`config.mk`:
```
export PLATFORM = sky130hd
export DESIGN_NAME = amm_burst_splitter_flat
export DESIGN_NICKNAME = d
export VERILOG_FILES = /design/src/rtl/amm_burst_splitter_if.sv /design/src/rtl/amm_burst_splitter.sv /design/src/flat_wrapper.sv
export SDC_FILE = /design/constraint.sdc
export NUM_CORES = 1
export LEC_CHECK = 0
export BUFFER_PORTS_ARGS = -buffer_cell sky130_fd_sc_hd__buf_4
export CAP_MARGIN = 30
export CORE_AREA = 2 2 141 143
export DETAILED_ROUTE_END_ITERATION = 8
export DIE_AREA = 0 0 143 145
export GPL_ROUTABILITY_DRIVEN = 0
export GPL_TIMING_DRIVEN = 1
export PLACE_DENSITY = 0.68
export SLEW_MARGIN = 40
export SYNTH_ARGS = -nofsm -noshare
export SYNTH_HDL_FRONTEND = slang
export SYNTH_SLANG_ARGS = --single-unit
```
`constraint.sdc`:
```
create_clock -name clk_m_i -period 6 [get_ports clk_m_i]
set_input_delay 0.9 -clock clk_m_i [delete_from_list [all_inputs] [get_ports clk_m_i]]
set_output_delay 0.9 -clock clk_m_i [all_outputs]
set_load 0.005 [all_outputs]
```
`src/rtl/amm_burst_splitter_if.sv`:
```
// rtl/amm_burst_splitter_if.sv - Avalon-MM port bundle shared by the upstream and downstream sides
interface amm_burst_splitter_if #(
   parameter int A_W     = 32,
   parameter int D_W     = 64,
   parameter int BURST_W = 8
);
   logic                 read;
   logic                 write;
   logic [A_W-1:0]       address;
   logic [BURST_W-1:0]   burstcount;
   logic [D_W/8-1:0]     byteenable;
   logic [D_W-1:0]       writedata;
   logic                 waitrequest;
   logic [D_W-1:0]       readdata;
   logic                 readdatavalid;

   modport master (
      output read, write, address, burstcount, byteenable, writedata,
      input  waitrequest, readdata, readdatavalid
   );

   modport slave (
      input  read, write, address, burstcount, byteenable, writedata,
      output waitrequest, readdata, readdatavalid
   );
endinterface

```
`src/rtl/amm_burst_splitter.sv`:
```
// rtl/amm_burst_splitter.sv - splits upstream Avalon-MM bursts into single-word downstream transfers
// Optional AMM_BURST_SPLITTER_RD_TRACK_EN: outstanding-read counter, rd_pending_o, no accept while reads pending.
module amm_burst_splitter #(
   parameter int A_W     = 32,
   parameter int D_W     = 64,
   parameter int BURST_W = 8
) (
   input  logic                  clk_m_i,
   input  logic                  rst_m_i,
   amm_burst_splitter_if.slave   us,
   amm_burst_splitter_if.master  ds
`ifdef AMM_BURST_SPLITTER_RD_TRACK_EN
   ,
   output logic                  rd_pending_o
`endif
);
   localparam int                 BE_W     = D_W / 8;
   localparam logic [A_W-1:0]     ADDR_INC = A_W'(D_W / 8);
   localparam logic [BURST_W-1:0] ONE_BEAT = BURST_W'(1);

   typedef enum logic [1:0] {IDLE, WR_BURST, RD_ISSUE} state_t;

   state_t             r_state, w_state_nxt;
   logic [BURST_W-1:0] r_count, w_count_nxt;
   logic [A_W-1:0]     r_addr, w_addr_nxt;
   logic [BE_W-1:0]    r_be, w_be_nxt;
   logic [BURST_W-1:0] w_len;
   logic               w_block;
   logic               w_ds_read, w_ds_write, w_us_wait;
   logic [A_W-1:0]     w_ds_addr;
   logic [BE_W-1:0]    w_ds_be;

   assign w_len = (us.burstcount == '0) ? ONE_BEAT : us.burstcount;

`ifdef AMM_BURST_SPLITTER_RD_TRACK_EN
   localparam logic [BURST_W:0] TRK_ONE = (BURST_W+1)'(1);
   logic [BURST_W:0] r_rd_out;
   logic             w_rd_inc;

   assign w_rd_inc = w_ds_read & ~ds.waitrequest;

   always_ff @(posedge clk_m_i or posedge rst_m_i) begin
      if (rst_m_i)
         r_rd_out <= '0;
      else if (w_rd_inc & ~ds.readdatavalid)
         r_rd_out <= r_rd_out + TRK_ONE;
      else if (~w_rd_inc & ds.readdatavalid)
         r_rd_out <= r_rd_out - TRK_ONE;
   end

   assign w_block      = (r_rd_out != '0);
   assign rd_pending_o = w_block;
`else
   assign w_block = 1'b0;
`endif

   always_ff @(posedge clk_m_i or posedge rst_m_i) begin
      if (rst_m_i) begin
         r_state <= IDLE;
         r_count <= '0;
         r_addr  <= '0;
         r_be    <= '0;
      end else begin
         r_state <= w_state_nxt;
         r_count <= w_count_nxt;
         r_addr  <= w_addr_nxt;
         r_be    <= w_be_nxt;
      end
   end

   always_comb begin
      w_state_nxt = r_state;
      w_count_nxt = r_count;
      w_addr_nxt  = r_addr;
      w_be_nxt    = r_be;
      w_ds_read   = 1'b0;
      w_ds_write  = 1'b0;
      w_ds_addr   = r_addr;
      w_ds_be     = us.byteenable;
      w_us_wait   = 1'b0;
      case (r_state)
         IDLE: begin
            // Write wins over a simultaneous read; the read simply stays stalled.
            if (w_block) begin
               w_us_wait = 1'b1;
            end else if (us.write) begin
               w_ds_write = 1'b1;
               w_ds_addr  = us.address;
               w_us_wait  = ds.waitrequest;
               if (!ds.waitrequest) begin
                  w_addr_nxt  = us.address + ADDR_INC;
                  w_count_nxt = w_len - ONE_BEAT;
                  if (w_len != ONE_BEAT)
                     w_state_nxt = WR_BURST;
               end
            end else if (us.read) begin
               w_addr_nxt  = us.address;
               w_count_nxt = w_len;
               w_be_nxt    = us.byteenable;
               w_state_nxt = RD_ISSUE;
            end
         end
         WR_BURST: begin
            w_ds_write = us.write;
            w_us_wait  = ds.waitrequest;
            if (us.write && !ds.waitrequest) begin
               w_addr_nxt  = r_addr + ADDR_INC;
               w_count_nxt = r_count - ONE_BEAT;
               if (r_count == ONE_BEAT)
                  w_state_nxt = IDLE;
            end
         end
         RD_ISSUE: begin
            w_ds_read = 1'b1;
            w_ds_be   = r_be;
            w_us_wait = 1'b1;
            if (!ds.waitrequest) begin
               w_addr_nxt  = r_addr + ADDR_INC;
               w_count_nxt = r_count - ONE_BEAT;
               if (r_count == ONE_BEAT)
                  w_state_nxt = IDLE;
            end
         end
         default: w_state_nxt = IDLE;
      endcase
   end

   // Command strobes are forced low during reset since IDLE passes us.write through.
   assign ds.read           = w_ds_read & ~rst_m_i;
   assign ds.write          = w_ds_write & ~rst_m_i;
   assign ds.address        = w_ds_addr;
   assign ds.byteenable     = w_ds_be;
   assign ds.writedata      = us.writedata;
   assign ds.burstcount     = ONE_BEAT;
   assign us.waitrequest    = w_us_wait;
   assign us.readdata       = ds.readdata;
   assign us.readdatavalid  = ds.readdatavalid;
endmodule

```
`src/flat_wrapper.sv`:
```
// flat-port wrapper written by rule: the top's interface ports become plain ports
module amm_burst_splitter_flat 
#(
   parameter int A_W     = 32,
   parameter int D_W     = 64,
   parameter int BURST_W = 8
)
  (clk_m_i, rst_m_i, us_read, us_write, us_address, us_burstcount, us_byteenable, us_writedata, us_waitrequest, us_readdata, us_readdatavalid, ds_read, ds_write, ds_address, ds_burstcount, ds_byteenable, ds_writedata, ds_waitrequest, ds_readdata, ds_readdatavalid);
  amm_burst_splitter_if #(.A_W(A_W), .D_W(D_W), .BURST_W(BURST_W)) us_i ();
  amm_burst_splitter_if #(.A_W(A_W), .D_W(D_W), .BURST_W(BURST_W)) ds_i ();
  input  logic clk_m_i;
  input  logic rst_m_i;
  input wire logic [$bits(us_i.read)-1:0] us_read;
  input wire logic [$bits(us_i.write)-1:0] us_write;
  input wire logic [$bits(us_i.address)-1:0] us_address;
  input wire logic [$bits(us_i.burstcount)-1:0] us_burstcount;
  input wire logic [$bits(us_i.byteenable)-1:0] us_byteenable;
  input wire logic [$bits(us_i.writedata)-1:0] us_writedata;
  output wire logic [$bits(us_i.waitrequest)-1:0] us_waitrequest;
  output wire logic [$bits(us_i.readdata)-1:0] us_readdata;
  output wire logic [$bits(us_i.readdatavalid)-1:0] us_readdatavalid;
  output wire logic [$bits(ds_i.read)-1:0] ds_read;
  output wire logic [$bits(ds_i.write)-1:0] ds_write;
  output wire logic [$bits(ds_i.address)-1:0] ds_address;
  output wire logic [$bits(ds_i.burstcount)-1:0] ds_burstcount;
  output wire logic [$bits(ds_i.byteenable)-1:0] ds_byteenable;
  output wire logic [$bits(ds_i.writedata)-1:0] ds_writedata;
  input wire logic [$bits(ds_i.waitrequest)-1:0] ds_waitrequest;
  input wire logic [$bits(ds_i.readdata)-1:0] ds_readdata;
  input wire logic [$bits(ds_i.readdatavalid)-1:0] ds_readdatavalid;
  assign us_i.read = us_read;
  assign us_i.write = us_write;
  assign us_i.address = us_address;
  assign us_i.burstcount = us_burstcount;
  assign us_i.byteenable = us_byteenable;
  assign us_i.writedata = us_writedata;
  assign us_waitrequest = us_i.waitrequest;
  assign us_readdata = us_i.readdata;
  assign us_readdatavalid = us_i.readdatavalid;
  assign ds_read = ds_i.read;
  assign ds_write = ds_i.write;
  assign ds_address = ds_i.address;
  assign ds_burstcount = ds_i.burstcount;
  assign ds_byteenable = ds_i.byteenable;
  assign ds_writedata = ds_i.writedata;
  assign ds_i.waitrequest = ds_waitrequest;
  assign ds_i.readdata = ds_readdata;
  assign ds_i.readdatavalid = ds_readdatavalid;
  amm_burst_splitter #(.A_W(A_W), .D_W(D_W), .BURST_W(BURST_W)) u_core (.clk_m_i(clk_m_i), .rst_m_i(rst_m_i), .us(us_i), .ds(ds_i));
endmodule
```
# Word level (Yosys, flattened, before mapping)
# Cells that the tools add are included.
[op_classes]
n_bitwise = 4
eq_ne = 9
n_mux = 29
n_reduce_logical = 8
addsub = 4
[op_table]
columns = ["operator", "n"]
rows = [
  ["$mux 32", 7],
  ["$pmux 32 s3", 1],
  ["$add 32x4->32 const B", 2],
  ["$mux 8", 7],
  ["$pmux 8 s3", 1],
  ["$sub 8x1->8 const B", 2],
  ["$mux 2", 7],
  ["$reduce_and 5->1", 2],
  ["$eq 8x1->1 const B", 1],
  ["$logic_not 8->1", 1],
  ["$ne 8x1->1 const B", 1],
  ["$ne 3x3->1 const B", 2],
  ["$pmux 2 s3", 1],
  ["$mux 1", 3],
  ["$ne 3x2->1 const B", 1],
  ["$pmux 1 s3", 1],
  ["$reduce_and 3->1", 1],
  ["$reduce_bool 3->1", 1],
  ["$and 1x1->1", 2],
  ["$eq 2x1->1 const B", 1],
  ["$eq 2x2->1 const B", 1],
  ["$logic_not 2->1", 1],
  ["$ne 2x1->1 const B", 1],
  ["$ne 2x2->1 const B", 1],
  ["4 further kinds", 5],
]
[word_totals]
in_bits = 182
register_bits = 50
output_inout_bits = 180
elab_cells = 58

# Longest topological paths before layout
[depth]
depth_word = 7
mapped_depth = 10
mapped_depth_nobuf = 9

# Worst setup path before layout
# Ideal clock, no wire load.
[synth_timing]
kind = "input -> output"
start = "input port rst_m_i"
end = "output port ds_write"
path_buffers = 0
slack_ns = 2.846
t_required_ns = 5.100
arrival_time_ns = 2.254
cell_stages = 2
cell_sequence = "inv_1 > o211a_1"
[synth_via]
elab_chain_len = 2
[synth_lines]
columns = ["item", "line_no", "rtl"]
rows = [
  ["start, declared", "flat_wrapper.sv:12", "input logic rst_m_i;"],
  ["$not 1->1", "amm_burst_splitter.sv:130", "assign ds.write = w_ds_write & ~rst_m_i;"],
  ["$and 1x1->1", "amm_burst_splitter.sv:130", ""],
  ["end, declared", "flat_wrapper.sv:23", "output wire logic [$bits(ds_i.write)-1:0] ds_write;"],
]
# Every way passes these cells.

# Final worst setup path
[layout_timing]
start = "register u_core.r_state[0]"
end = "output port ds_address[17]"
[layout_via]
elab_chain_len = 2
[layout_lines]
columns = ["item", "line_no", "rtl"]
rows = [
  ["start, declared", "amm_burst_splitter.sv:23", "state_t r_state, w_state_nxt;"],
  ["start signal, assigned", "amm_burst_splitter.sv:64", "r_state <= w_state_nxt;"],
  ["$logic_not 2->1", "amm_burst_splitter.sv:81", "case (r_state)"],
  ["$mux 32", "amm_burst_splitter.sv:81", ""],
  ["end, declared", "flat_wrapper.sv:24", "output wire logic [$bits(ds_i.address)-1:0] ds_address;"],
]
# Every way passes these cells.

==> out/results.ini <==
[run_status]
outcome = finished clean

[grt]
grt_max_degree = 52
grt_pass1_wl_um = 23000
grtUsageTotal_pct = 14.1
grt_antenna_before_repair = 0
grt_overflow = 0
grt_pass1_vias = 4041

[cells_and_area]
syn_to_final_growth_pct = 1.84
seq_area_um2 = 1250
nFillCells = 2084
final_area_um2 = 5410
antenna_cells = 0
multi_input_area_um2 = 2860
nets = 775
final_layout_size_suffix_gt1_share_pct = 30.0

[yosys]
synth-async-reset-ratio_pct = 100
synth_ff_type = dfrtp_1
ys_types = 65
avgSynthCellArea_um2 = 8.37
synth-edff-count = 0
ys_ff_latch = 50
syn_inst = 635
yosys_warnings = 0
syn_area_um2 = 5310
synth_seq_area_share_pct = 23.6

[detailed_routing]
first_pass_iters = 5
ant_nets = 0
drt_iter0_drc = 376
wl_per_cell_um = 17.7
vias_per_cell = 5.10
drcViolationCount = 0
vias = 4333
wirelength_um = 15000

[clock_network]
clk_latency_ns = 0.30
htreeDepth = 2
clock_sinks = 50
cts.reportedPaths.clkPinSlew_ns = 0.07
numCtsBuffers = 5
cts_resized = 0
ctsRootBufferMaster = clkbuf_16
hold_buffers = 0
clock_path_buffers = 2
post_cts_buffers = 0
cts_tree = yes

[timing]
fin_setup_tns_ns = 0
fin_crit_ns = 3.32
period_share_pct = 55.3
max_freq_ghz = 0.302
finalClockSkew_ns = 0.00954
rsz0062_at_grt = no
max_slew_margin_pct = 52.3
report.final.slew_viol_count = 0
tightest_slew_ns = 0.716
hold_viol = 0
finalSetupViolCount = 0

[setup_path]
crit_path_end_kind = primary output
cp.required_ns = 5.10
start_kind = register
worstPathArrival_ns = 2.42
cp_max_fo = 26
path_class = reg2out

[floorplanning]
rows = 51
initial_core_util_pct = 27.7
die_w_um = 143
coreArea_um2 = 19200
die_y_um = 145
ioPinCount = 362
die_area_um2 = 20700

[worst_hold_path]
min_path_type = reg2reg

[power]
ir_drop_mv = 0.248
power_density_nw_per_um2 = 475
power_leakage_nw = 2.15

[placement]
port_buffers = 95
hpwl_um = 11100
place_area_um2 = 5260

[run]
drv_cap = 0

[cell usage in the layout (no fill, tap or decap), types with 17 or more instances in the layout]
cell type	netlist	routed
nor2_1	33	33
o21ai_0	25	25
nand4_1	18	18
buf_4	141	101
nand2_1	39	39
dfrtp_1	50	50
xor2_1	17	17
nand3_1	36	36
a21oi_1	30	30
mux2_2	48	48
[layout make-up]
cell class                      count  share of cell area, %
Multi-Input combinational cell    410                   52.9
Inverter                           15                   1.04
Tap cell                          265                   6.13
Timing Repair Buffer              101                   14.0
Sequential cell                    50                   23.1
Clock inverter                      2                  0.231
Clock buffer                        6                   2.57
[worst max-delay path, stage by stage (launching register included)]
cell and delay [ns]:
dfrtp_1 0.40, inv_1 0.08, ha_1 0.31, nand2_1 0.34, buf_4 0.44, mux2_2 0.39
buf_4 0.14
[final timing paths]
path	startpoint	end	slack (ns)	depth (start not counted)
worst min register to register	u_core.r_be[2]$_DFFE_PP0P_	u_core.r_be[2]$_DFFE_PP0P_	0.51	1
worst max register to register	u_core.r_state[0]$_DFFE_PP0P_	u_core.r_addr[12]$_DFFE_PP0P_	3.00	7
max in group asynchronous	rst_m_i	u_core.r_addr[3]$_DFFE_PP0P_	4.71	3
min in group asynchronous	rst_m_i	u_core.r_be[5]$_DFFE_PP0P_	0.81	3
worst max-delay path	u_core.r_state[0]$_DFFE_PP0P_	ds_address[17]	2.69	6
worst min-delay path	u_core.r_be[2]$_DFFE_PP0P_	u_core.r_be[2]$_DFFE_PP0P_	0.51	1
[cell usage after synthesis, drive strengths merged (14+ instances only)]
| cell | n | area [µm²] |
|---|---|---|
| nand4 | 19 | 125 |
| o21ai | 26 | 130 |
| nor3 | 15 | 75.1 |
| mux2 | 48 | 541 |
| inv | 14 | 52.6 |
| buf | 150 | 1110 |
| clkbuf | 16 | 60.1 |
| dfrtp | 50 | 1250 |
| nand2 | 39 | 146 |
| nor2 | 34 | 135 |
| nand3 | 36 | 180 |
| xor2 | 17 | 149 |
| xnor2 | 16 | 140 |
| a21oi | 30 | 150 |
[cells by family after synthesis]
kind of cell    count (synthesis)  synth area share [%]
compound gates                118                  15.8
xor+xnor                       33                  5.44
fa+ha+maj                      10                  2.36
buf+inv                       181                  23.0
flops                          50                  23.6
mux                            52                  10.9
other cells                     2                 0.141
simple gates                  189                  18.8
[routing by layer]
metal	wire, µm	global-route usage, %	up-vias
met1	6310	18.7	2050
li1	-	-	2032
met2	7150	22.3	202
met3	1080	2.90	49
met4	461	5.45	0
met5	0	0	-
[metrics by stage]
step	std cells	hold WS [ns]	power [W]	util (%)	setup WS, ns
CTS	849	0.507	0.00259	28.2	2.65
finish	849	0.506	0.00257	28.2	2.69
global placement	841	0.481	0.00225	27.4	2.73
global route	849	0.527	0.00279	28.2	2.55
detailed placement	841	0.489	0.00228	27.4	2.70
floorplan	641	0.474	0.00182	-	2.85
[flip-flops by register name, indices dropped and copies added, names as in the netlist]
register        flops
u_core.r_addr      32
u_core.r_be         8
u_core.r_state      2
u_core.r_count      8
[power by group]
group	leakage (nW)	switching [W]	internal (W)	total, W
Clock	0.0729	0.000138	0.000166	0.000303
Sequential	0.589	0.000249	0.000515	0.000764
Combinational	1.49	0.000791	0.000712	0.00150
Power figures use the tool's default switching activity.
